## src/rtl/hazard_pkg.sv

```systemverilog
// Shared types and constants for the pipeline hazard/stall controller.
package hazard_pkg;

    // Controller FSM states.
    typedef enum logic [1:0] {
        RUN      = 2'd0,
        MEM_WAIT = 2'd1,
        HALT     = 2'd2
    } state_t;

    // Width of each of the WB/M/EX control fields in the ID/EX register.
    localparam int CTRL_W = 2;

    // Value the ID/EX control fields take when a bubble is inserted.
    localparam logic [CTRL_W-1:0] CTRL_BUBBLE = '0;

endpackage

```

## src/rtl/sat_counter.sv

```systemverilog
// Saturating up-counter with synchronous active-high clear.
module sat_counter #(
    parameter int W = 32
) (
    input  logic         clk,
    input  logic         rst,
    input  logic         inc,
    output logic [W-1:0] count
);

    // Count up on inc, stick at all-ones.
    always_ff @(posedge clk) begin
        if (rst) begin
            count <= '0;
        end else if (inc && (count != '1)) begin
            count <= count + W'(1);
        end
    end

endmodule

```

## src/rtl/hazard_stall_ctrl.sv

```systemverilog
// Hazard and stall controller: load-use bubbles, branch flushes, memory
// freeze with hang timeout, and saturating stall/flush counters.
module hazard_stall_ctrl #(
    parameter int REG_ADDR_W  = 5,
    parameter int CNT_W       = 32,
    parameter int MEM_TIMEOUT = 255,
    parameter int WAIT_W      = 8
) (
    input  logic                  clk,
    input  logic                  rst,
    input  logic [REG_ADDR_W-1:0] id_rs1,
    input  logic [REG_ADDR_W-1:0] id_rs2,
    input  logic                  id_uses_rs1,
    input  logic                  id_uses_rs2,
    input  logic [REG_ADDR_W-1:0] ex_rd,
    input  logic                  ex_mem_read,
    input  logic                  branch_taken,
    input  logic                  mem_req,
    input  logic                  mem_ready,
    output logic                  pc_write,
    output logic                  if_id_write,
    output logic                  if_id_flush,
    output logic                  id_ex_bubble,
    output logic                  pipe_hold,
    output logic                  halted,
    output logic [CNT_W-1:0]      stall_cycles,
    output logic [CNT_W-1:0]      flush_count
);
    import hazard_pkg::*;

    // Wait count at which one more frozen cycle exhausts the timeout.
    localparam logic [WAIT_W-1:0] LAST_WAIT   = WAIT_W'(MEM_TIMEOUT - 1);
    // With a timeout of one, the very first frozen cycle in RUN halts.
    localparam bit                TIMEOUT_ONE = (MEM_TIMEOUT == 1);

    state_t            state;
    logic [WAIT_W-1:0] wait_cnt;
    logic              load_use;
    logic              freeze;

    // Hazard detection: load-use match and memory freeze for the current state.
    always_comb begin
        load_use = ex_mem_read && (ex_rd != '0) &&
                   ((id_uses_rs1 && (ex_rd == id_rs1)) ||
                    (id_uses_rs2 && (ex_rd == id_rs2)));
        freeze   = 1'b0;
        case (state)
            RUN:      freeze = mem_req && !mem_ready;
            MEM_WAIT: freeze = !mem_ready;
            default:  freeze = 1'b0;
        endcase
    end

    // Pipeline control outputs, priority freeze > branch flush > load-use.
    always_comb begin
        pc_write     = 1'b1;
        if_id_write  = 1'b1;
        if_id_flush  = 1'b0;
        id_ex_bubble = 1'b0;
        pipe_hold    = 1'b0;
        halted       = 1'b0;
        if (rst) begin
            pc_write     = 1'b0;
            if_id_write  = 1'b0;
            id_ex_bubble = 1'b1;
        end else if (state == HALT) begin
            pc_write     = 1'b0;
            if_id_write  = 1'b0;
            id_ex_bubble = 1'b1;
            pipe_hold    = 1'b1;
            halted       = 1'b1;
        end else if (freeze) begin
            // EX is held too, so a pending branch is re-presented afterwards.
            pc_write     = 1'b0;
            if_id_write  = 1'b0;
            pipe_hold    = 1'b1;
        end else if (branch_taken) begin
            // Redirect wins over a coincident load-use; the ID instruction dies.
            if_id_flush  = 1'b1;
            id_ex_bubble = 1'b1;
        end else if (load_use) begin
            pc_write     = 1'b0;
            if_id_write  = 1'b0;
            id_ex_bubble = 1'b1;
        end
    end

    // Freeze/timeout state machine.
    always_ff @(posedge clk) begin
        if (rst) begin
            state    <= RUN;
            wait_cnt <= '0;
        end else begin
            case (state)
                RUN: begin
                    if (freeze) begin
                        if (TIMEOUT_ONE) begin
                            state <= HALT;
                        end else begin
                            state    <= MEM_WAIT;
                            wait_cnt <= WAIT_W'(1);
                        end
                    end
                end
                MEM_WAIT: begin
                    if (!freeze) begin
                        state    <= RUN;
                        wait_cnt <= '0;
                    end else if (wait_cnt == LAST_WAIT) begin
                        state <= HALT;
                    end else begin
                        wait_cnt <= wait_cnt + WAIT_W'(1);
                    end
                end
                HALT: begin
                    state <= HALT;
                end
                default: begin
                    state    <= RUN;
                    wait_cnt <= '0;
                end
            endcase
        end
    end

    sat_counter #(.W(CNT_W)) u_stall_cnt (
        .clk   (clk),
        .rst   (rst),
        .inc   (!pc_write),
        .count (stall_cycles)
    );

    sat_counter #(.W(CNT_W)) u_flush_cnt (
        .clk   (clk),
        .rst   (rst),
        .inc   (if_id_flush),
        .count (flush_count)
    );

endmodule

```

## config.mk

```make
export PLATFORM = sky130hd
export DESIGN_NAME = hazard_stall_ctrl
export DESIGN_NICKNAME = d
export VERILOG_FILES = /design/src/rtl/hazard_pkg.sv /design/src/rtl/sat_counter.sv /design/src/rtl/hazard_stall_ctrl.sv
export SDC_FILE = /design/constraint.sdc
export NUM_CORES = 1
export LEC_CHECK = 0
export CELL_PAD_IN_SITES_DETAIL_PLACEMENT = 1
export CELL_PAD_IN_SITES_GLOBAL_PLACEMENT = 1
export CORE_MARGIN = 8
export CORE_UTILIZATION = 39
export CTS_CLUSTER_SIZE = 20
export DETAILED_ROUTE_END_ITERATION = 12
export PLACE_DENSITY_LB_ADDON = 0.25
export SKIP_CTS_REPAIR_TIMING = 1
export SYNTH_ARGS = -nofsm -noshare
export SYNTH_HDL_FRONTEND = slang
export SYNTH_SLANG_ARGS = --single-unit
```

## constraint.sdc

```tcl
create_clock -name clk -period 5.62 [get_ports clk]
set_input_delay 0.562 -clock clk [delete_from_list [all_inputs] [get_ports clk]]
set_output_delay 0.562 -clock clk [all_outputs]
set_load 0.02 [all_outputs]
```

==> results of run 1 <==
sequential cells by signal (all words and copies together) (netlist names):
| name | cells |
|---|---|
| wait_cnt | 8 |
| u_flush_cnt.count | 32 |
| state | 2 |
| u_stall_cnt.count | 32 |
cells in the mapped netlist (all sizes together):
library cell and n:
dfxtp 74, nor2 57, nand2 35, a21oi 34, nand3 34, nand4 33, o21ai 29, or3 29
xor2 24, xnor2 22, nor3 17, clkbuf 13, inv 11, and4 10, buf 8, and2 7
and3 7, o211ai 6, or4 5, ha 4, nor2b 3, nor4 3, or2 3, nor3b 2
o21a 2, o31ai 2, a21o 1, a31oi 1, mux2 1, mux2i 1, nor4b 1, o2111ai 1
o21bai 1, o22ai 1, o31a 1, o32a 1, or2b 1
path summary, 6_finish.rpt:
path                      endpoint  slack [ns]
min          u_stall_cnt.count[11]        0.51
max                    if_id_write        1.71
max reg2reg  u_flush_cnt.count[10]        2.49
min reg2reg  u_stall_cnt.count[11]        0.51
layer usage:
| metal | wire, um | up-vias |
|---|---|---|
| li1 | - | 1901 |
| met1 | 5130 | 1872 |
| met2 | 6100 | 79 |
| met3 | 535 | 14 |
| met4 | 158 | 0 |
| met5 | 0 | - |
power by group:
part / internal, W / switching, W / leakage [nW]
Combinational: 0.0000396 / 0.0000517 / 0.895
Sequential: 0.000528 / 0.00000734 / 0.597
Clock: 0.000232 / 0.000208 / 0.100
Total: 0.000800 / 0.000267 / 1.59
through the flow:
step / std cells / hold WS, ns / worst slack, ns
6_report: 707 / 0.508 / 1.71
4_1_cts: 707 / 0.515 / 1.74
2_1_floorplan: 485 / 0.479 / 3.11
3_5_place_dp: 691 / 0.502 / 1.73
3_3_place_gp: 691 / 0.486 / 1.86
5_1_grt: 707 / 0.542 / 1.62
critical path: stages:
cell,delay (ns)
clkdlybuf4s50_1,0.48
or4_1,0.54
o21ai_1,0.26
nor2_1,0.07
a21oi_1,0.68
clkdlybuf4s50_1,0.75
cell families after synthesis:
| logic type | Yosys count | share of synthesized area |
|---|---|---|
| mux | 2 | 0.00547 |
| fa+ha+maj | 4 | 0.0129 |
| buf+inv | 32 | 0.0422 |
| simple gates | 247 | 0.336 |
| compound gates | 80 | 0.118 |
| flops | 74 | 0.381 |
| xor+xnor | 46 | 0.104 |
placed cells by master (no fill, tap or decap), types with 5 or more instances in the layout:
| master | n |
|---|---|
| nand3_1 | 34 |
| dfxtp_1 | 74 |
| nand4_1 | 32 |
| a21oi_1 | 34 |
| clkbuf_8 | 11 |
| nor2_1 | 57 |
| inv_1 | 11 |
| nor3_1 | 17 |
| clkdlybuf4s50_1 | 91 |
| o21ai_0 | 28 |
| xor2_1 | 24 |
| and3_1 | 7 |
| xnor2_1 | 22 |
| or4_1 | 5 |
| and2_1 | 6 |
| and4_1 | 9 |
| nand2_1 | 35 |
| or3_1 | 29 |
area by class of cell:
type / instances / area (um^2)
clock buffers: 13 / 159
fillers: 1242 / 4660
flip-flops and latches: 74 / 1480
well taps: 133 / 166
repair buffers: 94 / 931
multi-input cells: 379 / 2240
inverters: 11 / 41.3
clock inverters: 3 / 46.3
==> results.json, run 1 <==
{
  "status": "complete, no violations",
  "gr-usage-met3": 0.0406,
  "cts_sinks": 74,
  "root_buffer": "clkbuf_8",
  "io_pins": 93,
  "yosysSeqAreaShare": 0.381,
  "cts.htree.levels": 3,
  "grt_setup_unrepaired": "false",
  "drive_gt1_frac": 0.0470,
  "yosysTopAreaCellShare": 0.381,
  "fin_util": 0.521,
  "hold_depth": 2,
  "viasPerCell": 5.47,
  "antenna_found_initial": 0,
  "hold_path.class": "flop to flop",
  "yosys.area.top_type": "dfxtp_1",
  "fmax_mhz": 256,
  "maxCapViolCount": 0,
  "finalMaxSlewViolations": 0,
  "hp-start": "u_stall_cnt.count[11]",
  "max-clock-path-buffers": 2,
  "grt_max_degree": 49,
  "start_kind": "primary input",
  "dpl.hpwl_mm": 8.81,
  "grt_first_pass_wirelength_mm": 19.5,
  "setup_viol": 0,
  "fp-row-count": 36,
  "die_w_um": 116,
  "hold_viol": 0,
  "syn_inst": 485,
  "grtUsageMet1": 0.192,
  "cp_data_required_time_ns": 5.06,
  "power_density_nw_per_um2": 211,
  "cts_buffers": 9,
  "core_area_um2": 9730,
  "via_count": 3866,
  "path_class": "primary input to output port",
  "post_dp_cell_area_um2": 4860,
  "critPathMaxFanout": 13,
  "n_antenna_cell": 0,
  "startpoint": "ex_rd[1]",
  "syn2layout_area_growth_pct": 30.4,
  "gr-total-overflow": 0,
  "die_area_um2": 13400,
  "r2r_cells": 7,
  "gr-usage-all-layers": 0.179,
  "fin_area_um2": 5060,
  "top_usage_layer": "met2",
  "syn_avg_cell_area_um2": 8.01,
  "max_slew_margin": 0.361,
  "nNetsFinal": 596,
  "tns_ns": 0,
  "min_period_ns": 3.91,
  "regToRegStartpoint": "u_flush_cnt.count[0]",
  "grt_use_met2": 0.338,
  "numPortBuffers": 92,
  "path_clk_slew_ns": 0.09,
  "first_pass_iters": 4,
  "post-route-period-util": 0.695,
  "drc": 0,
  "ys_seq_elements": 74,
  "syn_area_um2": 3880,
  "ys_warn_count": 0,
  "die_height_um": 116,
  "cts_tree": "done",
  "p_leak_nw": 1.59,
  "wire_per_inst_um": 16.9,
  "yosys-top-cells-area": "dfxtp_1, nor2_1, xor2_1, nand4_1, xnor2_1",
  "yosysUniqueCellTypes": 46,
  "postRouteAntennaNets": 0,
  "finalClockSkew_ns": 0.0162,
  "worstSetupEndpointType": "output port",
  "drt-initial-drc-count": 111,
  "initial_utilization": 0.399,
  "p_total_w": 0.00107,
  "tightest_slew_ns": 0.956,
  "first_global_vias": 4055,
  "cp.arrival_ns": 3.35,
  "wl_mm": 11.9,
  "place_congestion": 0.852,
  "clkLatencyLatePin_ns": 0.35,
  "vdd_drop_max_mv": 0.111,
  "syn_nets": 512
}
Power figures use the tool's default switching activity.
==> run 2, diff against run 1 <==
CORE_UTILIZATION = 36   (was 39)
clock period = 3.8 ns   (was 5.62 ns; I/O delays follow)
==> results.json, run 2 (synthesis results as in run 1) <==
{
  "critPathMostFrequentCell": "clkdlybuf4s50_1",
  "fin_worst_hold_slack_ns": 0.414,
  "fp-row-count": 38,
  "r2r-end": "u_flush_cnt.count[10]",
  "drc": 0,
  "via_count": 3890,
  "grt_max_degree": 71,
  "root_buffer": "clkbuf_8",
  "antenna_found_initial": 0,
  "cp.arrival_ns": 2.73,
  "startpoint": "ex_rd[1]",
  "combPwrFrac": 0.096,
  "die_area_um2": 14400,
  "finalMaxSlewViolations": 0,
  "start_kind": "primary input",
  "max-clock-path-buffers": 2,
  "regToRegStartpoint": "u_flush_cnt.count[0]",
  "cpMaxStageDelayCell": "or4_1",
  "drive_gt1_frac": 0.0537,
  "hold_viol": 0,
  "cp_num_buf_inv": 3,
  "cp.depth": 8,
  "crit_end": "id_ex_bubble",
  "switching_share": 0.256,
  "final_common_cell": "clkdlybuf4s50_1",
  "power_density_nw_per_um2": 289,
  "hold_path.class": "primary input to flop",
  "layout_common_cells": "clkdlybuf4s50_1, dfxtp_1, nor2_1",
  "gr-total-overflow": 0,
  "syn2layout_area_growth_pct": 30.4,
  "timing.critical_path.max_delay_family": "buffers and inverters",
  "tightest_slew_ns": 1.09,
  "place_congestion": 0.812,
  "max_slew_margin": 0.273,
  "path_clk_slew_ns": 0.07,
  "setup_viol": 0,
  "vdd_drop_max_mv": 0.130,
  "cts_buffers": 9,
  "cts_sinks": 74,
  "finalNonFillerCells": 717,
  "cts_tree": "done",
  "reg_top3": "u_flush_cnt.count (32), u_stall_cnt.count (32), wait_cnt (8)",
  "core_area_um2": 10700,
  "die_height_um": 120,
  "status": "complete, no violations",
  "clkPwrFrac": 0.363,
  "path_class": "primary input to output port",
  "slowest_delay_ns": 0.55,
  "r2r_cells": 8,
  "fillCellCount": 1291,
  "seqPwrFrac": 0.541,
  "postRouteAntennaNets": 0,
  "drt-initial-drc-count": 161,
  "path_cells": "clkdlybuf4s50_1 -> or4_1 -> o21ai_1 -> inv_1 -> a21oi_1 -> nand2_1 -> a21o_1 -> clkdlybuf4s50_1",
  "worstSetupEndpointType": "output port",
  "clkLatencyLatePin_ns": 0.34,
  "multiInputGateArea_um2": 2240,
  "dpl.hpwl_mm": 8.83,
  "cp_data_required_time_ns": 3.42,
  "maxCapViolCount": 0,
  "initial_utilization": 0.363,
  "first_pass_iters": 4,
  "r2r_slack_ns": 1.09,
  "hp-start": "rst",
  "viasPerCell": 5.43,
  "p_leak_nw": 1.60,
  "wire_per_inst_um": 16.8,
  "post-route-period-util": 0.819,
  "nNetsFinal": 601,
  "fmax_mhz": 321,
  "critPathMaxFanout": 3,
  "tns_ns": 0,
  "finalClockSkew_ns": 0.0132,
  "io_pins": 93,
  "grt_setup_unrepaired": "false",
  "numPortBuffers": 92,
  "p_total_w": 0.00146,
  "wl_mm": 12.0,
  "die_w_um": 120,
  "seqCellArea_um2": 1480,
  "intPower_w": 0.00109,
  "first_global_vias": 4008,
  "dp.cells": 703,
  "grt_first_pass_wirelength_mm": 20.0,
  "n_antenna_cell": 0,
  "fin_util": 0.473,
  "min_period_ns": 3.11,
  "gr-usage-all-layers": 0.166,
  "p_sw_w": 0.000375,
  "cts.htree.levels": 3
}
==> run 2: cell type report <==
type / instances / share of cell area
multi-input combinational: 379 / 0.442
sequential: 74 / 0.292
timing repair buffer: 99 / 0.191
tap: 140 / 0.0346
clock buffer: 11 / 0.0279
inverter: 11 / 0.00815
clock inverter: 3 / 0.00346
==> run 2: worst min-delay path by stage <==
stage | endpoint | slack (ns) | cells past startpoint
global route | u_stall_cnt.count[31] | 0.43 | 3
finish | u_stall_cnt.count[31] | 0.41 | 3
CTS | u_stall_cnt.count[31] | 0.41 | 3
global placement | u_stall_cnt.count[16] | 0.48 | 2
detailed placement | u_stall_cnt.count[6] | 0.51 | 2
floorplan | wait_cnt[6] | 0.48 | 2
==> run 2: stage by stage <==
stage | worst slack, ns | area (um^2)
after floorplan | 1.65 | 3880
after global placement | 0.748 | 4910
after detailed placement | 0.711 | 4910
after CTS | 0.690 | 5060
after global routing | 0.571 | 5060
final | 0.688 | 5060
==> run 2: layer usage <==
layer	global-route usage	share of wire
met5	0	0
met4	0.0507	0.011
met3	0.0348	0.045
met2	0.292	0.50
met1	0.199	0.45
==> run 2: power by group through the flow <==
stage | clock network, W | logic (W) | registers, W
floorplan | 0 | 0.0000782 | 0.000813
global placement | 0 | 0.000137 | 0.000810
detailed placement | 0 | 0.000141 | 0.000811
CTS | 0.000548 | 0.000143 | 0.000793
global route | 0.000581 | 0.000152 | 0.000794
finish | 0.000531 | 0.000141 | 0.000793
==> run 2: tightest hold or removal path, cell delays in order <==
cell,delay [ns]
buf_2,0.10
inv_1,0.10
o21a_1,0.12
